--- src/rtl/rr_arbiter8_pkg.sv ---
// Shared types and constants for the 8-way round-robin arbiter.
package arb_pkg;

  localparam int ARB_N     = 8;
  localparam int ARB_IDX_W = 3;

  typedef enum logic [1:0] {
    IDLE    = 2'd0,
    GRANT   = 2'd1,
    HANDOFF = 2'd2
  } arb_state_t;

  // Binary owner index to one-hot grant vector.
  function automatic logic [ARB_N-1:0] idx_to_onehot(input logic [ARB_IDX_W-1:0] idx);
    logic [ARB_N-1:0] v;
    v      = '0;
    v[idx] = 1'b1;
    return v;
  endfunction

endpackage

--- src/rtl/rr_arbiter8_if.sv ---
// Request/grant bundle between the requesters and the arbiter.
interface rr_arbiter8_if;
  import arb_pkg::*;

  logic [ARB_N-1:0]     req;
  logic [ARB_N-1:0]     gnt;
  logic [ARB_IDX_W-1:0] gnt_idx;
  logic                 gnt_valid;

  // Requester side: raises req, watches the grant.
  modport master (
    output req,
    input  gnt,
    input  gnt_idx,
    input  gnt_valid
  );

  // Arbiter side.
  modport slave (
    input  req,
    output gnt,
    output gnt_idx,
    output gnt_valid
  );

endinterface

--- src/rtl/rr_arbiter8_pick8.sv ---
// Combinational round-robin winner search: first set request at or after ptr, wrapping 7->0.
module rr_pick8
  import arb_pkg::*;
(
  input  logic [ARB_N-1:0]     req,
  input  logic [ARB_IDX_W-1:0] ptr,
  output logic                 found,
  output logic [ARB_IDX_W-1:0] idx
);

  logic [ARB_N-1:0]     rot_s;
  logic [ARB_IDX_W-1:0] src_s;
  logic [ARB_IDX_W-1:0] off_s;

  // Rotate requests so ptr lands on bit 0, take the lowest set bit, then undo the rotation.
  always_comb begin
    rot_s = '0;
    src_s = '0;
    off_s = '0;
    for (int i = 0; i < ARB_N; i++) begin
      src_s    = i[ARB_IDX_W-1:0] + ptr;
      rot_s[i] = req[src_s];
    end
    for (int i = ARB_N - 1; i >= 0; i--) begin
      if (rot_s[i]) begin
        off_s = i[ARB_IDX_W-1:0];
      end else begin
        off_s = off_s;
      end
    end
    found = |req;
    idx   = off_s + ptr;
  end

endmodule

--- src/rtl/rr_arbiter8.sv ---
// 8-way round-robin arbiter with hold limit and one dead cycle between owners.
module rr_arbiter8
  import arb_pkg::*;
#(
  parameter int MAX_HOLD = 16
) (
  input logic           clk,
  input logic           reset_n,
  rr_arbiter8_if.slave  bus
);

  localparam bit HOLD_EN     = (MAX_HOLD != 0);
  localparam int HOLD_W      = (MAX_HOLD > 0) ? $clog2(MAX_HOLD + 1) : 1;
  localparam int HOLD_LAST_I = (MAX_HOLD > 0) ? (MAX_HOLD - 1) : 0;
  localparam logic [HOLD_W-1:0] HOLD_LAST = HOLD_LAST_I[HOLD_W-1:0];

  arb_state_t           state_q, state_d;
  logic [ARB_N-1:0]     gnt_q, gnt_d;
  logic [ARB_IDX_W-1:0] gnt_idx_q, gnt_idx_d;
  logic                 gnt_valid_q, gnt_valid_d;
  logic [ARB_IDX_W-1:0] ptr_q, ptr_d;
  logic [HOLD_W-1:0]    hold_q, hold_d;

  logic                 pick_found_s;
  logic [ARB_IDX_W-1:0] pick_idx_s;
  logic                 owner_req_s;
  logic                 others_s;
  logic                 forced_s;

  rr_pick8 u_pick (
    .req   (bus.req),
    .ptr   (ptr_q),
    .found (pick_found_s),
    .idx   (pick_idx_s)
  );

  assign bus.gnt       = gnt_q;
  assign bus.gnt_idx   = gnt_idx_q;
  assign bus.gnt_valid = gnt_valid_q;

  // Next-state and output-register logic; a new grant always restarts the hold counter.
  always_comb begin
    state_d     = state_q;
    gnt_d       = gnt_q;
    gnt_idx_d   = gnt_idx_q;
    gnt_valid_d = gnt_valid_q;
    ptr_d       = ptr_q;
    hold_d      = hold_q;
    owner_req_s = |(bus.req & gnt_q);
    others_s    = |(bus.req & ~gnt_q);
    forced_s    = HOLD_EN && (hold_q == HOLD_LAST) && others_s;

    case (state_q)
      IDLE, HANDOFF: begin
        if (pick_found_s) begin
          state_d     = GRANT;
          gnt_d       = idx_to_onehot(pick_idx_s);
          gnt_idx_d   = pick_idx_s;
          gnt_valid_d = 1'b1;
          hold_d      = '0;
        end else begin
          state_d     = IDLE;
          gnt_d       = '0;
          gnt_valid_d = 1'b0;
        end
      end
      GRANT: begin
        if (!owner_req_s || forced_s) begin
          // Release: the select stays on the old owner through the dead cycle.
          state_d     = HANDOFF;
          gnt_d       = '0;
          gnt_valid_d = 1'b0;
          ptr_d       = gnt_idx_q + 3'd1;
        end else if (HOLD_EN && (hold_q != HOLD_LAST)) begin
          hold_d = hold_q + HOLD_W'(1'b1);
        end else begin
          hold_d = hold_q;
        end
      end
      default: begin
        state_d     = IDLE;
        gnt_d       = '0;
        gnt_valid_d = 1'b0;
      end
    endcase
  end

  // State and output registers; reset drops the grant immediately.
  always_ff @(posedge clk or negedge reset_n) begin
    if (!reset_n) begin
      state_q     <= IDLE;
      gnt_q       <= '0;
      gnt_idx_q   <= '0;
      gnt_valid_q <= 1'b0;
      ptr_q       <= '0;
      hold_q      <= '0;
    end else begin
      state_q     <= state_d;
      gnt_q       <= gnt_d;
      gnt_idx_q   <= gnt_idx_d;
      gnt_valid_q <= gnt_valid_d;
      ptr_q       <= ptr_d;
      hold_q      <= hold_d;
    end
  end

endmodule

--- src/flat_wrapper.sv ---
// flat-port wrapper written by rule: the top's interface ports become plain ports
module rr_arbiter8_flat import arb_pkg::*;
#(
  parameter int MAX_HOLD = 16
)
  (clk, reset_n, bus_req, bus_gnt, bus_gnt_idx, bus_gnt_valid);
  rr_arbiter8_if bus_i ();
  input logic clk;
  input logic reset_n;
  input wire logic [$bits(bus_i.req)-1:0] bus_req;
  output wire logic [$bits(bus_i.gnt)-1:0] bus_gnt;
  output wire logic [$bits(bus_i.gnt_idx)-1:0] bus_gnt_idx;
  output wire logic [$bits(bus_i.gnt_valid)-1:0] bus_gnt_valid;
  assign bus_i.req = bus_req;
  assign bus_gnt = bus_i.gnt;
  assign bus_gnt_idx = bus_i.gnt_idx;
  assign bus_gnt_valid = bus_i.gnt_valid;
  rr_arbiter8 #(.MAX_HOLD(MAX_HOLD)) u_core (.clk(clk), .reset_n(reset_n), .bus(bus_i));
endmodule
--- config.mk ---
export PLATFORM = sky130hd
export DESIGN_NAME = rr_arbiter8_flat
export DESIGN_NICKNAME = d
export VERILOG_FILES = /design/src/rtl/rr_arbiter8_pkg.sv /design/src/rtl/rr_arbiter8_if.sv /design/src/rtl/rr_arbiter8_pick8.sv /design/src/rtl/rr_arbiter8.sv /design/src/flat_wrapper.sv
export SDC_FILE = /design/constraint.sdc
export NUM_CORES = 1
export LEC_CHECK = 0
export ABC_AREA = 1
export CAP_MARGIN = 25
export CORE_MARGIN = 1
export CORE_UTILIZATION = 25
export CTS_BUF_LIST = sky130_fd_sc_hd__clkbuf_16
export DETAILED_ROUTE_END_ITERATION = 6
export DONT_BUFFER_PORTS = 1
export GPL_TIMING_DRIVEN = 0
export PLACE_DENSITY = 0.38
export SLEW_MARGIN = 20
export SYNTH_ARGS = -nofsm -noshare
export SYNTH_HDL_FRONTEND = slang
export SYNTH_HIERARCHICAL = 1
export SYNTH_SLANG_ARGS = --single-unit
export TNS_END_PERCENT = 100
--- constraint.sdc ---
create_clock -name clk -period 2.9 [get_ports clk]
set_input_delay 0.29 -clock clk [delete_from_list [all_inputs] [get_ports clk]]
set_output_delay 0.29 -clock clk [all_outputs]
set_load 0.01 [all_outputs]
---- Word-level counts from Yosys, hierarchy flattened ----
Index checks and enable logic that the tools add are counted.
storage, ports and cells
  register bits ........................... 22
  output and inout port bits .............. 12
  word-level logic and storage cells ...... 89
cells by class
  add/sub/neg operators ................... 10
  order comparisons ....................... 10
  equal/unequal tests ..................... 8
  muxes and demuxes ....................... 39
  bitwise logic cells ..................... 3
  reductions and logical operators ........ 13
operator list
  operator                                                                  number
  3-bit by 4-bit < comparator with 1-bit output (second input constant)     9
  1-bit binary-select mux with 3-bit select                                 8
  3-bit 2-to-1 mux                                                          8
  8-bit OR reduction                                                        3
  8-bit bitwise AND                                                         2
  8-bit 2-to-1 mux                                                          2
  8-bit case mux with 2 select lines                                        1
  5-bit 2-to-1 mux                                                          3
  3-bit adder (first input constant)                                        4
  1-bit 2-to-1 mux                                                          12
  5-bit case mux with 2 select lines                                        1
  8-bit NOT                                                                 1
  2-bit by 3-bit adder with 3-bit output (first input constant)             2
  2-bit by 1-bit inequality test with 1-bit output (second input constant)  3
  5-bit by 1-bit adder with 5-bit output (second input constant)            1
  5-bit by 4-bit equality test with 1-bit output (second input constant)    1
  5-bit by 4-bit inequality test with 1-bit output (second input constant)  1
  2-bit case mux with 2 select lines                                        1
  2-bit AND reduction                                                       2
  4-bit AND reduction                                                       1
  1-bit by 3-bit adder with 3-bit output (first input constant)             1
  3-bit by 1-bit adder with 3-bit output (second input constant)            1
  3-bit adder                                                               1
  1-bit demux with 3-bit select                                             1
  12 further kinds                                                          13

---- Logic depth before layout (Yosys ltp) ----
  depth in word-level cells ............... 18
  depth in mapped cells ................... 25
  depth with buffers taken out ............ 24

---- Cells and area by module ----
Netlist, hierarchy kept.
by module, submodules not included
  module       instances  cells an instance  area each (µm²)  sequential area each (µm²)
  rr_arbiter8  1          135                1,092.3          550.5
  rr_pick8     1          107                570.5            0.0

---- Worst setup path after synthesis ----
No wires, ideal clock.
  path type ............................... reg2reg
  start point ............................. reg u_core.ptr_q[1]
  end point ............................... reg u_core.gnt_q[0] (netlist: u_core/bus.gnt[0])
  library setup time ...................... 0.084 ns
  data arrival time ....................... 2.882 ns
  required time ........................... 2.816 ns
  slack ................................... -0.065 ns
  stages on the path, launching flop included .. 23
  buffers on the path ..................... 0
  cells stage by stage .................... dfrtp_1 inv_1 ha_1 inv_1 nand3_1 nand3_1 nand2_1 nand2_1 nand2_1 nand2_1 nand2_1 nand2_1 a21oi_1 ha_1 inv_1 fa_1 xor2_1 nand3b_1 nand2_1 inv_1 inv_1 nand2_1 o22ai_1
on the way
  cells in the longest elaborated chain, start to end .. 18
  elaborated cells between the ends (all ways) .. 39
  classes of those cells .................. add/sub: 8; order compare: 2; mux: 28; reduce/logical: 1
RTL lines
  element                                                                                                                                              RTL line                 RTL
  start: declaration                                                                                                                                   rr_arbiter8.sv:21        logic [ARB_IDX_W-1:0] ptr_q, ptr_d;
  start signal: assignment                                                                                                                             rr_arbiter8.sv:102       ptr_q <= ptr_d;
  3-bit adder                                                                                                                                          rr_arbiter8_pick8.sv:21  src_s = i[ARB_IDX_W-1:0] + ptr;
  1-bit binary-select mux with 3-bit select                                                                                                            rr_arbiter8_pick8.sv:22  rot_s[i] = req[src_s];
  1-bit 2-to-1 mux (implied by the code)                                                                                                               rr_arbiter8_pick8.sv:22
  3-bit 2-to-1 mux (8 in series)                                                                                                                       rr_arbiter8_pick8.sv:25  if (rot_s[i]) begin
  3-bit adder (*)                                                                                                                                      rr_arbiter8_pick8.sv:32  idx = off_s + ptr;
  net u_core.pick_idx_s[2]                                                                                                                             rr_arbiter8.sv:25        logic [ARB_IDX_W-1:0] pick_idx_s;
  3-bit by 4-bit < comparator with 1-bit output (implied by the code) or 3-bit by 1-bit greater-or-equal comparator with 1-bit output (tied branches)  rr_arbiter8_pkg.sv:17    v[idx] = 1'b1;
  1-bit logical AND (implied by the code)                                                                                                              rr_arbiter8_pkg.sv:17
  1-bit 2-to-1 mux (implied by the code)                                                                                                               rr_arbiter8_pkg.sv:17
  1-bit demux with 3-bit select (*)                                                                                                                    -
  8-bit 2-to-1 mux (*)                                                                                                                                 rr_arbiter8.sv:55        if (pick_found_s) begin
  8-bit case mux with 2 select lines (*)                                                                                                               rr_arbiter8.sv:53        case (state_q)
  end signal: assignment                                                                                                                               rr_arbiter8.sv:99        gnt_q <= gnt_d;
  end: declaration                                                                                                                                     rr_arbiter8.sv:18        logic [ARB_N-1:0] gnt_q, gnt_d;
Mark *: on every way through the listed nets, which the timed path passes. The rest lies on a longest branch. The select of a mux whose other input is x is not followed.
A chain may end at the register's enable or synchronous reset.

---- Worst setup path after layout ----
  start point ............................. reg u_core.ptr_q[0]
  end point ............................... reg u_core.gnt_q[1] (netlist: u_core/bus.gnt[1])
The elaborated chain is that of the path after synthesis.

==> impl.org <==
** Status
- The flow ran to the end, but the final reports show violations.
- Violated checks :: negative setup slack

** Finish
- In the final layout, the share of cells above drive strength 1 is 0.283.
- The top cell types in the final layout, fill and taps aside, are sky130_fd_sc_hd__nand2_1 (89), sky130_fd_sc_hd__nand2_2 (22), sky130_fd_sc_hd__inv_1 (21), sky130_fd_sc_hd__dfrtp_1 (21), sky130_fd_sc_hd__nand3_1 (19).
- Post-layout nets :: about 280
- Synthesis-to-layout area growth :: 24.6%
- Leaving out fill and tap cells, the most frequent cell in the layout is sky130_fd_sc_hd__nand2_1.
- Diode insertion count for antenna repair :: 0

** Floorplan
- Starting density of the core :: 0.260
- The floorplan step set the die height to between 80 and 90 microns.
- The die is 83.6 microns wide.
- In this run the core area contains 29 standard-cell rows.
- Area enclosed by the die boundary :: ~0.007 sq mm
- Total I/O pin count :: 22
- Total core area :: 0.00639 sq mm

** Timing
- On the final layout, the worst hold slack is 0.00109 ns.
- For this run, the top clock speed supported by timing is 341 MHz.
- Across the routed clock network, the largest skew measured is 0.00696 ns.
- Once routing completed, OpenROAD measured the worst setup slack at -0.0299 ns.
- Of the available clock period, the critical path in the final layout requires 1.01.
- Count of endpoints failing setup in the final report :: 6
- The number of failing hold endpoints at the final stage came to 0.
- Final Max Slew Viols :: 0
- Relative slew slack :: 0.647
- Final worst path period need :: 2.93 ns
- RSZ-0062 raised after global routing :: true
- For the pin with the worst max-slew slack, the measured transition is about 0.53 ns.

** CTS
- Clock sink count :: 22
- Root Buffer Master :: sky130_fd_sc_hd__clkbuf_16
- For the worst-skew pair, the clock arrives at the later sink with an insertion delay of between 0.2 and 0.3 ns.
- CTS tree :: yes
- H-tree depth :: 1
- Clock slew seen by the registers of the worst setup and hold paths :: 0.06 ns
- The longest clock path from root to sink contains 2 buffers.
- CTS buffer count :: 3

** Drt
- Wires add up to around 4400 microns.
- Routed len/inst :: 13.1 microns
- For this run, design rule violations remaining after detail routing come to 0.
- In this run, the number of DRC markers left after iteration 0 of detailed routing was 34.
- The first TritonRoute pass finished after 4 iterations.
- Number of antenna-violating nets in the routed design :: 0
- The routed layout has between 1500 and 2000 vias.
- Vias per Instance :: roughly 4.5

** Power and ir drop
- Total power after layout :: a little under 0.003 W
- Across the VDD grid, the largest voltage drop is 0.000494 V.
- Leakage power summed over all cells :: around 1.0 nW
- Power spread over the standard cell area amounts to between 1000 and 1500 mW/mm^2.

** Logic synthesis
- The synthesized netlist contains 30 unique library cells.
- Averaged over all synthesized cells, the footprint is around 6.9 sq um.
- Seq cells post-synth :: 22
- When the netlist entered floorplanning its net count stood at 259.
- Number of synthesis warnings :: 6
- Mapped Cells :: 242
- Summing every instance area after synthesis gives between 0.0015 and 0.002 sq mm.
- The share of the Yosys chip area taken by registers is 0.331.

** Worst setup path
- Reg2Reg Depth :: 23
- Worst Path Arrival :: 3.10 ns
- The worst setup path is of the reg2reg kind.
- Of all nets on the critical path, the largest fanout is 5.
- The worst register-to-register path begins at u_core/ptr_q[0]$_DFFE_PN0P_.
- The most critical setup path has its startpoint at u_core/ptr_q[0]$_DFFE_PN0P_.
- Destination of the worst register-to-register timing path :: u_core/bus.gnt[1]$_DFFE_PN0P_
- The most critical setup path has its endpoint at u_core/bus.gnt[1]$_DFFE_PN0P_.
- Required time at the endpoint of the critical path :: between 3 and 4 ns
- STA classifies the critical path startpoint as a flip-flop.
- CP Capture Type :: flip-flop
- Reg2reg setup slack :: -0.03 ns

** Global route
- Final global-route overflow total :: 0
- The via count of the first global-routing pass came to 1568.
- Initial antenna violation count :: 0
- Maximum number of pins on one net before global-route repair :: 23
- Global Route Usage Sum :: 0.136
- Wire length of the first global-routing pass :: around 7600 microns

** Min path
- In this run the worst hold path is classified as in2async.

** Placed design
- Port buffering added 0 buffers.
- The congestion estimate from routability-driven global placement came to around 0.72.
- The HPWL after detailed placement is roughly 3300 microns.

** Job
- Across the run, the number of max-cap violations was 0.
-- metal layers --
layer | global-route usage | vias to the layer above | share of wire | wire [microns]
met2 | 0.232 | 18 | 0.48 | 2090
met1 | 0.174 | 693 | 0.47 | 2080
met5 | 0 | - | 0 | 0
li1 | - | 805 | - | -
met3 | 0.0208 | 7 | 0.029 | 128
met4 | 0.0524 | 0 | 0.020 | 86
-- registers in the layout (all words and copies together), names as in the netlist --
| name | flops |
|---|---|
| u_core/bus.gnt | 8 |
| u_core/ptr_q | 3 |
| u_core/state_q | 2 |
| u_core/bus.gnt_valid | 1 |
| u_core/bus.gnt_idx | 3 |
| u_core/hold_q | 5 |
-- worst max-delay path: stages, from the launching register on --
cell and delay, ns:
sky130_fd_sc_hd__dfrtp_1 0.38, sky130_fd_sc_hd__buf_6 0.13, sky130_fd_sc_hd__inv_8 0.04, sky130_fd_sc_hd__ha_4 0.30, sky130_fd_sc_hd__inv_6 0.05, sky130_fd_sc_hd__nand3_4 0.07
sky130_fd_sc_hd__nand3_2 0.07, sky130_fd_sc_hd__nand2_2 0.09, sky130_fd_sc_hd__nand2_1 0.05, sky130_fd_sc_hd__nand2_1 0.05, sky130_fd_sc_hd__nand2_1 0.04, sky130_fd_sc_hd__nand2_1 0.05
sky130_fd_sc_hd__nand2_1 0.06, sky130_fd_sc_hd__a21oi_2 0.15, sky130_fd_sc_hd__ha_2 0.19, sky130_fd_sc_hd__inv_2 0.03, sky130_fd_sc_hd__fa_2 0.33, sky130_fd_sc_hd__xor2_1 0.15
sky130_fd_sc_hd__nand3b_1 0.17, sky130_fd_sc_hd__nand2_2 0.11, sky130_fd_sc_hd__inv_4 0.05, sky130_fd_sc_hd__inv_4 0.06, sky130_fd_sc_hd__nand2_2 0.05, sky130_fd_sc_hd__o22ai_1 0.14
-- metrics by stage --
stage	worst slack (ns)	area, sq um	cells	utilization	setup TNS (ns)
finish	-0.0299	2070	335	0.324	-0.112
CTS	-0.0678	2020	334	0.316	-0.327
global route	-0.196	2070	335	0.324	-1.58
floorplan	0.0771	1680	242	-	0
detailed placement	-0.429	1770	319	0.278	-3.31
global placement	-0.447	1770	319	0.278	-3.36
-- report_power, final --
group	switching (W)	internal, W	total (W)	leakage (nW)
clock	0.000117	0.000184	0.000301	0.0385
sequential	0.000110	0.000416	0.000526	0.288
combinational	0.00127	0.000844	0.00212	0.673
total	0.00150	0.00144	0.00294	1.00
-- cell usage after synthesis, drive strengths merged --
cell,number,share of area
clkinv,1,0.0030
o21bai,1,0.0045
o21ai,8,0.031
ha,6,0.045
buf,3,0.020
o22ai,8,0.030
xnor2,3,0.020
nand3,28,0.093
inv,29,0.068
nand3b,1,0.0045
o21a,1,0.0045
dfrtp,22,0.33
nor4,2,0.0075
fa,1,0.012
nor2,10,0.029
a21oi,4,0.014
nand4,1,0.0038
nand2,111,0.27
xor2,1,0.0053
or2,1,0.0038
-- cells by family (layout without fill, tap and decap cells) --
family | count (synthesis) | in the layout | synth area share
buf+inv | 33 | 49 | 0.0918
compound gates | 22 | 22 | 0.0843
fa+ha+maj | 7 | 7 | 0.0572
flops | 22 | 22 | 0.331
xor+xnor | 4 | 4 | 0.0256
simple gates | 154 | 154 | 0.410
-- area by class of cell --
class	count	area, sq um
clock inverter	1	3.75
buffer	3	33.8
sequential	22	552
fill	702	4310
tap	77	96.3
clock buffer	3	75.1
inverter	30	135
multi-input combinational	187	1080
timing repair buffer	12	95.1
-- how the worst min path moves through the flow --
| stage | end | startpoint | cells past startpoint | slack (ns) |
|---|---|---|---|---|
| 2_1_floorplan | u_core/bus.gnt[0]$_DFFE_PN0P_ | reset_n | 0 | -0.006 |
| 3_3_place_gp | u_core/bus.gnt[4]$_DFFE_PN0P_ | reset_n | 0 | -0.005 |
| 3_5_place_dp | u_core/bus.gnt[4]$_DFFE_PN0P_ | reset_n | 0 | -0.005 |
| 4_1_cts | u_core/state_q[0]$_DFFE_PN0P_ | bus_req[1] | 4 | 0.45 |
| 5_1_grt | u_core/bus.gnt_idx[1]$_DFFE_PN0P_ | reset_n | 1 | 0.05 |
| 6_report | u_core/bus.gnt_idx[1]$_DFFE_PN0P_ | reset_n | 1 | 0.001 |
-- timing repair --
item | in CTS | in global routing
pin swaps | 10 | 9
setup buffers | 10 | 1
hold buffers | 1 | 0
endpoints found under the hold margin | 22 | 0
resized for setup | 28 | 12
setup endpoints to repair | 10 | 9
Power figures use the tool's default switching activity.
